## src/rtl/wb_core_master_if.sv

```systemverilog
// Wishbone pipelined bus bundle shared by the core-side master and its slaves.
// Clock and reset travel with the bus so every agent sees the same domain.
interface wishbone_if (
  input logic clk_i,
  input logic rst_ni
);
  logic        cyc;
  logic        stb;
  logic        we;
  logic [3:0]  sel;
  logic [31:0] addr;
  logic [31:0] data_m;
  logic [31:0] data_s;
  logic        ack;
  logic        err;
  logic        stall;

  modport master (
    input  clk_i, rst_ni, data_s, ack, err, stall,
    output cyc, stb, we, sel, addr, data_m
  );

  modport slave (
    input  clk_i, rst_ni, cyc, stb, we, sel, addr, data_m,
    output data_s, ack, err, stall
  );
endinterface

```

## src/rtl/wb_core_master.sv

```systemverilog
// Converts an Ibex-style req/gnt/rvalid port into pipelined Wishbone cycles,
// tracking outstanding transactions and aborting the cycle on a response timeout.
module wb_core_master #(
  parameter int MAX_OUTSTANDING = 2,
  parameter int TIMEOUT         = 255
) (
  wishbone_if.master  wb,
  input  logic        req_i,
  input  logic        we_i,
  input  logic [3:0]  be_i,
  input  logic [31:0] addr_i,
  input  logic [31:0] wdata_i,
  output logic        gnt_o,
  output logic        rvalid_o,
  output logic [31:0] rdata_o,
  output logic        err_o
);

  localparam int CW = 4;
  localparam int TW = (TIMEOUT < 2) ? 1 : $clog2(TIMEOUT + 1);

  typedef enum logic [1:0] {IDLE, BUSY, ABORT} state_t;

  state_t        r_state, w_state_nxt;
  logic [CW-1:0] r_cnt, w_cnt_nxt;
  logic [TW-1:0] r_timer, w_timer_nxt;
  logic          w_abort, w_stb, w_gnt, w_resp, w_timeout;

  assign w_abort = (r_state == ABORT);
  // Reset gates the strobe combinationally so a held req_i cannot leak onto the bus.
  assign w_stb   = wb.rst_ni & req_i & (r_cnt < CW'(MAX_OUTSTANDING)) & ~w_abort;
  assign w_gnt   = w_stb & ~wb.stall;
  // A response with nothing outstanding is spurious and is dropped here.
  assign w_resp  = (wb.ack | wb.err) & (r_cnt != '0) & ~w_abort;
  assign w_timeout = (TIMEOUT != 0) && (r_state == BUSY) &&
                     (r_timer == TW'(TIMEOUT)) && !w_resp && !w_gnt;

  always_ff @(posedge wb.clk_i or negedge wb.rst_ni) begin
    if (!wb.rst_ni) begin
      r_state <= IDLE;
      r_cnt   <= '0;
      r_timer <= '0;
    end else begin
      r_state <= w_state_nxt;
      r_cnt   <= w_cnt_nxt;
      r_timer <= w_timer_nxt;
    end
  end

  always_comb begin
    w_state_nxt = r_state;
    w_cnt_nxt   = r_cnt;
    w_timer_nxt = r_timer;
    case (r_state)
      ABORT: begin
        // One error response per cycle until every outstanding slot is retired.
        w_timer_nxt = '0;
        w_cnt_nxt   = (r_cnt == '0) ? '0 : r_cnt - CW'(1);
        if (r_cnt <= CW'(1)) w_state_nxt = IDLE;
      end
      default: begin
        w_cnt_nxt = r_cnt + {{(CW-1){1'b0}}, w_gnt} - {{(CW-1){1'b0}}, w_resp};
        if (w_resp || w_gnt || r_state == IDLE) w_timer_nxt = '0;
        else                                     w_timer_nxt = r_timer + TW'(1);
        if (w_timeout)               w_state_nxt = ABORT;
        else if (w_cnt_nxt != '0)    w_state_nxt = BUSY;
        else                         w_state_nxt = IDLE;
      end
    endcase
  end

  assign wb.cyc    = w_stb | (wb.rst_ni & (r_state == BUSY));
  assign wb.stb    = w_stb;
  assign wb.we     = we_i;
  assign wb.sel    = be_i;
  assign wb.addr   = addr_i;
  assign wb.data_m = wdata_i;

  assign gnt_o    = w_gnt;
  assign rvalid_o = wb.rst_ni & (w_abort | w_resp);
  assign err_o    = wb.rst_ni & (w_abort | (w_resp & wb.err));
  assign rdata_o  = w_abort ? '0 : wb.data_s;

endmodule

```

## src/flat_wrapper.sv

```systemverilog
// flat-port wrapper written by rule: the top's interface ports become plain ports
module wb_core_master_flat 
#(
  parameter int MAX_OUTSTANDING = 2,
  parameter int TIMEOUT         = 255
)
  (req_i, we_i, be_i, addr_i, wdata_i, gnt_o, rvalid_o, rdata_o, err_o, clk_i, rst_ni, wb_data_s, wb_ack, wb_err, wb_stall, wb_cyc, wb_stb, wb_we, wb_sel, wb_addr, wb_data_m);
  wishbone_if wb_i (.clk_i(clk_i), .rst_ni(rst_ni));
  input  logic req_i;
  input  logic we_i;
  input  logic [3:0] be_i;
  input  logic [31:0] addr_i;
  input  logic [31:0] wdata_i;
  output logic gnt_o;
  output logic rvalid_o;
  output logic [31:0] rdata_o;
  output logic err_o;
  input wire logic clk_i;
  input wire logic rst_ni;
  input wire logic [$bits(wb_i.data_s)-1:0] wb_data_s;
  input wire logic [$bits(wb_i.ack)-1:0] wb_ack;
  input wire logic [$bits(wb_i.err)-1:0] wb_err;
  input wire logic [$bits(wb_i.stall)-1:0] wb_stall;
  output wire logic [$bits(wb_i.cyc)-1:0] wb_cyc;
  output wire logic [$bits(wb_i.stb)-1:0] wb_stb;
  output wire logic [$bits(wb_i.we)-1:0] wb_we;
  output wire logic [$bits(wb_i.sel)-1:0] wb_sel;
  output wire logic [$bits(wb_i.addr)-1:0] wb_addr;
  output wire logic [$bits(wb_i.data_m)-1:0] wb_data_m;
  assign wb_i.data_s = wb_data_s;
  assign wb_i.ack = wb_ack;
  assign wb_i.err = wb_err;
  assign wb_i.stall = wb_stall;
  assign wb_cyc = wb_i.cyc;
  assign wb_stb = wb_i.stb;
  assign wb_we = wb_i.we;
  assign wb_sel = wb_i.sel;
  assign wb_addr = wb_i.addr;
  assign wb_data_m = wb_i.data_m;
  wb_core_master #(.MAX_OUTSTANDING(MAX_OUTSTANDING), .TIMEOUT(TIMEOUT)) u_core (.wb(wb_i), .req_i(req_i), .we_i(we_i), .be_i(be_i), .addr_i(addr_i), .wdata_i(wdata_i), .gnt_o(gnt_o), .rvalid_o(rvalid_o), .rdata_o(rdata_o), .err_o(err_o));
endmodule
```

## config.mk

```make
export PLATFORM = sky130hd
export DESIGN_NAME = wb_core_master_flat
export DESIGN_NICKNAME = d
export VERILOG_FILES = /design/src/rtl/wb_core_master_if.sv /design/src/rtl/wb_core_master.sv /design/src/flat_wrapper.sv
export SDC_FILE = /design/constraint.sdc
export NUM_CORES = 1
export LEC_CHECK = 0
export BUFFER_PORTS_ARGS = -buffer_cell sky130_fd_sc_hd__buf_2
export CORE_ASPECT_RATIO = 0.5
export CORE_MARGIN = 10
export CORE_UTILIZATION = 35
export CTS_CLUSTER_SIZE = 30
export DETAILED_ROUTE_END_ITERATION = 7
export HOLD_SLACK_MARGIN = 0.05
export PLACE_DENSITY_LB_ADDON = 0.2
export SLEW_MARGIN = 15
export SYNTH_ARGS = -nofsm -noshare
export SYNTH_HDL_FRONTEND = slang
export SYNTH_SLANG_ARGS = --single-unit
```

## constraint.sdc

```tcl
create_clock -name clk_i -period 7.7 [get_ports clk_i]
set_clock_uncertainty 0.15 [all_clocks]
set_input_delay 2.31 -clock clk_i [delete_from_list [all_inputs] [get_ports clk_i]]
set_output_delay 2.31 -clock clk_i [all_outputs]
set_load 0.005 [all_outputs]
```

* Word level (Yosys, flattened, before mapping)
Cells that the tools add are included.
** Storage, ports and cells
- Bits in registers :: 14
- Input port bits :: 107
- Word-level logic and storage cells :: 49
** Operators by class
- Add/subtract/negate cells :: 4
- Order comparisons :: 2
- Equality and inequality tests :: 4
- Mux-type cells :: 9
- Bitwise gates (word level) :: 16
- Reductions and logical operators :: 11
** Operator list (count)
- 2-to-1 mux 32 bit :: 1
- 2-to-1 mux 8 bit :: 2
- bitwise AND 1 bit :: 10
- adder 8 x 1 -> 8 bit, second input constant :: 1
- == test 8 bit, second input constant :: 1
- 2-to-1 mux 4 bit :: 2
- nonzero test 4 bit :: 2
- 2-to-1 mux 2 bit :: 3
- adder 4 x 1 -> 4 bit :: 1
- less-or-equal comparator 4 x 1 -> 1 bit, second input constant :: 1
- logical NOT 4 bit :: 1
- less-than comparator 4 x 2 -> 1 bit, second input constant :: 1
- OR 1 bit :: 4
- subtractor 4 x 1 -> 4 bit :: 1
- subtractor 4 x 1 -> 4 bit, second input constant :: 1
- logical AND 1 bit :: 3
- == test 2 x 1 -> 1 bit, second input constant :: 1
- == test 2 bit, second input constant :: 1
- logical NOT 1 bit :: 2
- logical NOT 2 bit :: 1
- logical OR 1 bit :: 2
- inequality test 2 bit, second input constant :: 1
- inverter 1 bit :: 2
- 2-to-1 mux 1 bit :: 1

* Longest topological paths before layout
Gate-level depths: netlist (run 1).
- Depth after elaboration :: 10
- Mapped depth :: 13
- Depth with buffers taken out :: 13

* Least setup slack after synthesis (run 1)
No wires, ideal clock.
- Path kind :: input port to output port
- Start point :: in req_i
- End point :: out wb_cyc
- Data arrival time :: 2.767 ns
- Slack :: 2.473 ns
- Cell stages on the path :: 3
- Buffers on the path :: 0
- Cells stage by stage :: nand2_1 -> nor3_1 -> a31o_1
** Between the ends
- Cells in the longest elaborated chain, start to end :: 4
** RTL lines
- start: declaration :: RTL line flat_wrapper.sv:9 : input logic req_i;
- bitwise AND 1 bit (3 in a row) :: RTL line wb_core_master.sv:31 : assign w_stb = wb.rst_ni & req_i & (r_cnt < CW'(MAX_OUTSTANDING)) & ~w_abort;
- named net wb_stb :: RTL line flat_wrapper.sv:25 : output wire logic [$bits(wb_i.stb)-1:0] wb_stb;
- OR 1 bit :: RTL line wb_core_master.sv:72 : assign wb.cyc = w_stb | (wb.rst_ni & (r_state == BUSY));
- end: declaration :: RTL line flat_wrapper.sv:24 : output wire logic [$bits(wb_i.cyc)-1:0] wb_cyc;
The timed path passes the listed nets, and every way through them passes these cells.

* Worst setup path after layout (run 1)
- Start point :: in rst_ni
- End point :: out wb_cyc
** Between the ends
- Cells in the longest elaborated chain, start to end :: 4
- Elaborated cells between the ends (all ways) :: 5
- Classes of those cells :: bitwise: 5
** RTL lines
- start: declaration :: RTL line flat_wrapper.sv:19 : input wire logic rst_ni;
- bitwise AND 1 bit (3 in a row) :: RTL line wb_core_master.sv:31
- OR 1 bit * :: RTL line wb_core_master.sv:72
Every way passes the cells marked *; elsewhere a longest branch is shown, timed or not.

==> PnR_summary.wiki, run 1 <==
{| class="wikitable"
! Metric !! Value
|-
| Worst Tran Pin Value || ~1000 ps
|-
| Yosys warning count || 0
|-
| Max Buffers Root-to-Sink || 2
|-
| Placer's final routability congestion estimate || about 0.74
|-
| Clock latency of the later-clocked register in the worst-skew pair || approximately 240 ps
|-
| Share of the clock period used by the worst path || roughly three quarters
|-
| TritonCTS Buffers || 3
|-
| Commonest cells in the synthesized netlist || buf_4, and2_1, dfrtp_1, ha_1, nand2_1
|-
| Endpoint class of the critical path || output pin
|-
| Final Max Slew Viols || 0
|-
| Top cells by area in the synthesized netlist || buf_4, dfrtp_1, and2_1
|-
| Via count normalized by instance count || ~4.5
|-
| Max FO, Critical Path || 18
|-
| Boundary pin count || between 200 and 250
|-
| Mapped Nets || 314
|-
| Vias after detailed routing || 1167
|-
| Area Overhead vs Synth || -3.881%
|-
| Via count of the first global-routing pass || 1165
|-
| Maxcap violations || 0
|-
| Hold buffers post-CTS || 0
|-
| Kind of start point of the critical path || input pin
|-
| Number of levels in the clock H-tree || 1
|-
| Core Util, Final || a little over a third
|-
| Post-synth EDFFs || 0
|-
| First-pass GRT wire length || between 6000 and 7000 µm
|-
| Number of failing hold endpoints at the final stage || 0
|-
| Yosys cell types || 35
|-
| Final Routed Wirelength || between 4000 and 5000 µm
|-
| Cell with the largest stage delay on the worst path || buf_2
|-
| Area share of the largest cell type after synthesis || a little under a third
|-
| Die outline width || around 120 µm
|-
| Post-route design area || 1580 µm²
|-
| Setup TNS || 0 ps
|-
| Largest stage delay, worst path || 330 ps
|-
| Share of post-route cells with drive strength above 1 || between 40% and 50%
|-
| Cell Area, Synth || ~1600 µm²
|-
| Buffers plus inverters on the worst setup path || 2
|-
| Highest achievable clock rate || between 150 and 200 MHz
|-
| Number of buffer cells added on primary ports || 74
|-
| Outcome || finished, final reports clean
|-
| Time the worst path needs with I/O delays and setup || approximately 5700 ps
|-
| Setup Crit Path Kind || in2out
|-
| Sequential cell area fraction in the yosys report || a little over a fifth
|-
| Cell type contributing the most total cell area after synthesis || buf_4
|-
| Final setup fails || 0
|-
| Setup repair after global routing missed its margin || false
|-
| Data arrival time of the worst path || 3290 ps
|-
| Largest net degree at the start of global routing || 40
|-
| Headroom to the max-slew limit || a little under a third
|-
| Iteration-0 DRC count of the detailed router || 31
|-
| Overall die height || 68.47 µm
|-
| Leakage power summed over all cells || approximately 0.80 nW
|-
| Antenna violations before repair || 0
|-
| Most common cell in the synthesized netlist || buf_4
|-
| Number of post-CTS setup repair buffers || 0
|-
| Data required, critical path || around 5200 ps
|-
| Clock transition at path regs || roughly 50 ps
|-
| Final routed DRC violation total || 0
|-
| Number of nets in the finished design || about 320
|-
| Remaining global-route overflow || 0
|-
| Pwr dens || about 220 nW/µm²
|-
| Post-route non-filler standard cell count || ~260
|-
| Post-cts sizing count || 0
|-
| Total number of placement rows || 17
|-
| Post-Syn Instances || ~200
|-
| Overall Global Routing Usage || ~10%
|-
| Die outline area || 8005 µm²
|-
| Post-DP HPWL || roughly 4000 µm
|-
| Ys flop type || dfrtp_1
|-
| Number of diodes || 0
|-
| Clock tree sinks || 14
|-
| Share of flip-flops with an asynchronous set or reset || 100.0%
|-
| Cell seen most often among critical-path stages || buf_2
|-
| Cells along the critical path || buf_2, nand2_1, nor3_1, a31o_1, buf_2
|-
| Dominant delay contributor by cell family on the critical path || buffers and inverters
|-
| CTS Root Cell || clkbuf_8
|-
| Synthesized area per cell || approximately 8.3 µm²
|-
| TritonCTS clock tree || done
|-
| #FFs+latches synth || 14
|-
| Post-detailed-route wirelength per cell || around 17 µm
|-
| Initial core utilization || around 37%
|-
| Remaining antenna violation count after routing || 0
|-
| Number of placed instances with taps included || roughly 250
|-
| Worst Hold Class || reg2reg
|-
| Total iterations of the first detailed-routing run || 4
|-
| CORE AREA || about 4500 µm²
|-
| Instance area at placement || ~1500 µm²
|-
| Largest voltage drop on the vdd net || around 94 µV
|}
==> logic make-up after synthesis <==
logic type,after synthesis,synth area share [%]
buffers and inverters,81,34.86
AND/OR/NAND/NOR,64,23.36
AO/OA/AOI/OAI,19,7.534
flip-flops,14,21.31
adder cells (fa/ha/maj),10,8.067
XOR/XNOR,8,4.261
multiplexers,1,0.6089
==> path summary, 6_finish.rpt <==
kind / slack (ps) / endpoint / startpoint / cells after the start
setup reg to reg: 4650 / u_core.r_state[0]$_DFFE_PN0P_ / u_core.r_state[0]$_DFFE_PN0P_ / 8
setup / recovery: 1950 / wb_cyc / rst_ni / 5
hold reg to reg: 310 / u_core.r_timer[0]$_DFF_PN0_ / u_core.r_timer[0]$_DFF_PN0_ / 1
hold / removal: 310 / u_core.r_timer[0]$_DFF_PN0_ / u_core.r_timer[0]$_DFF_PN0_ / 1
min in group asynchronous: 1830 / u_core.r_cnt[3]$_DFF_PN0_ / rst_ni / 1
max in group asynchronous: 5290 / u_core.r_timer[0]$_DFF_PN0_ / rst_ni / 1
==> power by group <==
| group | total [mW] | leakage [nW] | internal (mW) | switching, mW |
|---|---|---|---|---|
| sequential | 0.108 | 0.180 | 0.0905 | 0.0172 |
| clock | 0.0583 | 0.0216 | 0.0345 | 0.0237 |
| combinational | 0.179 | 0.598 | 0.0850 | 0.0940 |
| total | 0.345 | 0.800 | 0.210 | 0.135 |
==> per-layer routing <==
layer	global-route usage [%]	vias to the layer above	wire, µm
met5	0	-	0
met4	6.881	0	251
met3	4.538	40	518
met2	19.23	58	2415
met1	8.242	500	1288
li1	-	569	-
==> flip-flops by register name, indices dropped and copies added (netlist names) <==
signal	flops
u_core.r_state	2
u_core.r_timer	8
u_core.r_cnt	4
==> layout make-up <==
type | count | area, µm²
fill | 477 | 2887
clock buffer | 3 | 41.29
sequential | 14 | 350.3
tap | 57 | 71.32
multi-input combinational | 102 | 720.7
timing repair buffer | 74 | 370.4
inverter | 7 | 26.28
==> metrics by stage <==
stage / hold slack (ps) / setup WS [ps] / total power, mW
global route: 339.3 / 1794 / 0.3827
floorplan: 282.9 / 2473 / 0.2739
detailed placement: 306.4 / 1928 / 0.2925
global placement: 303.7 / 1958 / 0.2904
finish: 309.9 / 1952 / 0.3449
CTS: 313.5 / 1918 / 0.3519
==> cells in the final DEF (no fill, tap or decap), types with 3 or more instances in the layout <==
cell	synthesis	layout
xnor2_1	4	4
nand2_1	8	8
dfrtp_1	14	14
inv_1	7	7
ha_1	9	9
nand3_1	3	3
nor2_1	7	7
o21ai_0	6	6
nor3_1	4	4
xor2_1	4	4
and2_1	32	32
clkbuf_8	0	3
buf_2	2	74
a21oi_1	3	3
No activity file was read; power rests on OpenSTA's default activity.
==> inputs of run 2 (changes only) <==
Settings changed: ABC_AREA set to 1, CORE_UTILIZATION 35 to 31.
Clock period 7.7 ns to 4.9 ns, I/O delays scaled along.
==> PnR_summary.wiki, run 2 <==
{| class="wikitable"
! Metric !! Value
|-
| Post-synthesis compound-gate area fraction || 3.299% (was 7.534%)
|-
| Kind of start point of the critical path || input pin (unchanged)
|-
| Post-synthesis adder-cell area fraction || 7.285% (was 8.067%)
|-
| Boundary pin count || 213 (unchanged)
|-
| Share of flip-flops with an asynchronous set or reset || 100.0% (unchanged)
|-
| Final Max Slew Viols || 0 (unchanged)
|-
| TritonCTS Buffers || 3 (unchanged)
|-
| Post-synth EDFFs || 0 (unchanged)
|-
| Final setup fails || 0 (unchanged)
|-
| Data arrival time of the worst path || 2360 ps (was 3290 ps)
|-
| Commonest cells in the synthesized netlist || buf_4, inv_1, nor2_1, nand2_1, dfrtp_1 (was buf_4, and2_1, dfrtp_1, ha_1, nand2_1)
|-
| Clock latency of the later-clocked register in the worst-skew pair || 240 ps (about the same)
|-
| Worst Tran Pin Value || 923.1 ps (was 1050 ps)
|-
| Remaining global-route overflow || 0 (unchanged)
|-
| Area taken by flip-flops and latches || 350.3 µm² (unchanged)
|-
| Clock transition at path regs || 40 ps (was 50 ps)
|-
| Data required, critical path || 3280 ps (was 5240 ps)
|-
| Largest registers || u_core.r_timer (8), u_core.r_cnt (4), u_core.r_state (2) (unchanged)
|-
| CORE AREA || 5587 µm² (was 4467 µm²)
|-
| CTS Root Cell || clkbuf_16 (was clkbuf_8)
|-
| Most common cell in the synthesized netlist || buf_4 (unchanged)
|-
| Clock tree sinks || 14 (unchanged)
|-
| Area of the multi-input gates || 724.4 µm² (was 720.7 µm²)
|-
| Final routed DRC violation total || 0 (unchanged)
|-
| Mapped Nets || 374 (was 314)
|-
| Total of fill cells in the finished design || 619 (was 477)
|-
| Maxcap violations || 0 (unchanged)
|-
| Core Util, Final || 32.52% (was 35.38%)
|-
| Place WS || 857.5 ps (was 1928 ps)
|-
| Number of nets in the finished design || 380 (was 319)
|-
| Dominant combinational cell family by area after synthesis || buffers and inverters (unchanged)
|-
| Number of flip-flops under the largest register name || 8 (unchanged)
|-
| Overall Global Routing Usage || 8.466% (was 9.959%)
|-
| Headroom to the max-slew limit || 38.37% (was 30.03%)
|-
| Cell with the largest stage delay on the worst path || buf_2 (unchanged)
|-
| Worst Hold Class || reg2reg (unchanged)
|-
| Endpoint class of the critical path || output pin (unchanged)
|-
| Post-Syn Instances || 257 (was 197)
|-
| Setup repair after global routing missed its margin || false (unchanged)
|-
| Die outline width || 128.4 µm (was 116.9 µm)
|-
| Time the worst path needs with I/O delays and setup || about 4000 ps
|-
| Total number of placement rows || 19 (was 17)
|-
| Worst path setup slack after routing || 916.4 ps (was 1952 ps)
|-
| Highest achievable clock rate || roughly 250 MHz
|-
| Iteration-0 DRC count of the detailed router || 69 (was 31)
|-
| Buffers plus inverters on the worst setup path || 2 (unchanged)
|-
| Antenna violations before repair || 0 (unchanged)
|-
| Overall die height || 74.19 µm (was 68.47 µm)
|-
| Via count normalized by instance count || 4.107 (was 4.541)
|-
| Number of post-CTS setup repair buffers || 0 (unchanged)
|-
| Total iterations of the first detailed-routing run || 4 (unchanged)
|-
| Dominant delay contributor by cell family on the critical path || buffers and inverters (unchanged)
|-
| Vias after detailed routing || 1376 (was 1167)
|-
| Share of the clock period used by the worst path || approximately four fifths
|-
| Post-cts sizing count || 0 (unchanged)
|-
| Cell type contributing the most total cell area after synthesis || buf_4 (unchanged)
|-
| Cells along the critical path || buf_2, nand2_1, nor2_4, nand2_1, o21ai_0, buf_2 (was buf_2, nand2_1, nor3_1, a31o_1, buf_2)
|-
| Yosys warning count || 0 (unchanged)
|-
| Setup TNS || 0 ps (unchanged)
|-
| First-pass GRT wire length || 6810 µm (was 6341 µm)
|-
| Ys flop type || dfrtp_1 (unchanged)
|-
| Via count of the first global-routing pass || 1379 (was 1165)
|-
| Placer's final routability congestion estimate || 0.8017 (was 0.7367)
|-
| Register with the most flip-flops || u_core.r_timer (unchanged)
|-
| Hold buffers post-CTS || 0 (unchanged)
|-
| Synthesized area per cell || 7.084 µm² (was 8.346 µm²)
|-
| Cell Area, Synth || 1820 µm² (was 1644 µm²)
|-
| Top cells by area in the synthesized netlist || buf_4, dfrtp_1, inv_1 (was buf_4, dfrtp_1, and2_1)
|-
| Largest net degree at the start of global routing || 40 (unchanged)
|-
| Top library cells by usage in the layout, fill and taps aside || buf_2, inv_1, nor2_1, nand2_1, dfrtp_1 (was buf_2, and2_1, dfrtp_1, ha_1, nand2_1)
|-
| Largest stage delay, worst path || 290 ps (was 330 ps)
|-
| TritonCTS clock tree || done (unchanged)
|-
| Simple-gate share of the synthesized area || 27.77% (was 23.36%)
|-
| Post-route design area || 1817 µm² (was 1580 µm²)
|-
| Area share of the largest cell type after synthesis || 28.45% (was 31.51%)
|-
| Setup Crit Path Kind || in2out (unchanged)
|-
| Hold slack final || 334.2 ps (was 309.9 ps)
|-
| Share of post-route cells with drive strength above 1 || 40.08% (was 41.00%)
|-
| Post-DP HPWL || 3928 µm (was 3940 µm)
|-
| #FFs+latches synth || 14 (unchanged)
|-
| Max Buffers Root-to-Sink || 2 (unchanged)
|-
| Proportion of synthesized area in mux cells || 0% (was 0.6088%)
|-
| Largest voltage drop on the vdd net || 254.8 µV (was 94.39 µV)
|-
| Number of levels in the clock H-tree || 1 (unchanged)
|-
| Post-detailed-route wirelength per cell || 13.57 µm (was 17.40 µm)
|-
| Outcome || finished, final reports clean (unchanged)
|-
| Sequential cell area fraction in the yosys report || 19.24% (was 21.31%)
|-
| Number of buffer cells added on primary ports || 74 (unchanged)
|-
| Max FO, Critical Path || 16 (was 18)
|-
| Pwr dens || 352.2 nW/µm² (was 218.3 nW/µm²)
|-
| Remaining antenna violation count after routing || 0 (unchanged)
|-
| Xor and xnor fraction of the mapped netlist area || 1.443% (was 4.262%)
|-
| Number of failing hold endpoints at the final stage || 0 (unchanged)
|-
| Number of diodes || 0 (unchanged)
|-
| Final Routed Wirelength || 4546 µm (was 4473 µm)
|-
| Most frequent standard cell in the layout excluding fill and tap cells || buf_2 (unchanged)
|-
| Instance area at placement || 1728 µm² (was 1539 µm²)
|-
| Yosys cell types || 27 (was 35)
|-
| Initial core utilization || 32.59% (was 36.81%)
|-
| Area Overhead vs Synth || -0.2063% (was -3.881%)
|-
| Leakage power summed over all cells || 1.098 nW (was 0.7996 nW)
|-
| Die outline area || 9524 µm² (was 8005 µm²)
|}
run 2: cell type report:
cell class	count	area share, %
flip-flops and latches	14	19.28
multi-input cells	119	39.88
well taps	73	5.028
inverters	51	10.54
repair buffers	74	20.39
clock buffers	4	4.890
run 2: worst paths after layout:
kind	from	to	slack (ps)	depth (start not counted)
max	rst_ni	wb_cyc	920	6
min	u_core.r_timer[0]$_DFF_PN0_	u_core.r_timer[0]$_DFF_PN0_	330	1
max reg2reg	u_core.r_state[0]$_DFFE_PN0P_	u_core.r_state[0]$_DFFE_PN0P_	1920	12
min reg2reg	u_core.r_timer[0]$_DFF_PN0_	u_core.r_timer[0]$_DFF_PN0_	330	1
max in group asynchronous	rst_ni	u_core.r_state[1]$_DFFE_PN0P_	3370	1
min in group asynchronous	rst_ni	u_core.r_timer[3]$_DFF_PN0_	980	1
run 2: report_power, final:
group | leakage [nW] | switching, mW | internal (mW) | total (mW)
combinational | 0.873 | 0.175 | 0.129 | 0.305
clock | 0.0442 | 0.0446 | 0.123 | 0.168
sequential | 0.181 | 0.0247 | 0.142 | 0.167
total | 1.10 | 0.245 | 0.395 | 0.640
run 2: layer usage:
metal  track usage, %  part of all wire, %  vias up  routed length [µm]
met5                0                    0        -                   0
met4            5.087                  4.0        0                 184
met3            2.979                  9.5       34                 434
met2            14.97                   50       60                2266
met1            8.703                   37      592                1660
li1                 -                    -      690                   -
run 2: worst reg2reg max path: stages (launching register included):
cell and delay, ps:
dfrtp_1 390, inv_2 80, nand2_4 80, inv_2 670
nor2_1 170, inv_1 90, ha_1 230, ha_1 210
fa_1 380, xor2_1 180, nand3_1 90, nor2_1 110
nor2_1 50
run 2: cells by family after synthesis:
kind of cell / Yosys count
buffers and inverters: 124
flip-flops: 14
XOR/XNOR: 3
AND/OR/NAND/NOR: 96
AO/OA/AOI/OAI: 10
adder cells (fa/ha/maj): 10
run 2: stage by stage:
| stage | std cells | power, mW |
|---|---|---|
| 6_report | 335 | 0.6399 |
| 3_3_place_gp | 331 | 0.4791 |
| 4_1_cts | 335 | 0.6471 |
| 2_1_floorplan | 257 | 0.4332 |
| 3_5_place_dp | 331 | 0.4770 |
| 5_1_grt | 335 | 0.7039 |
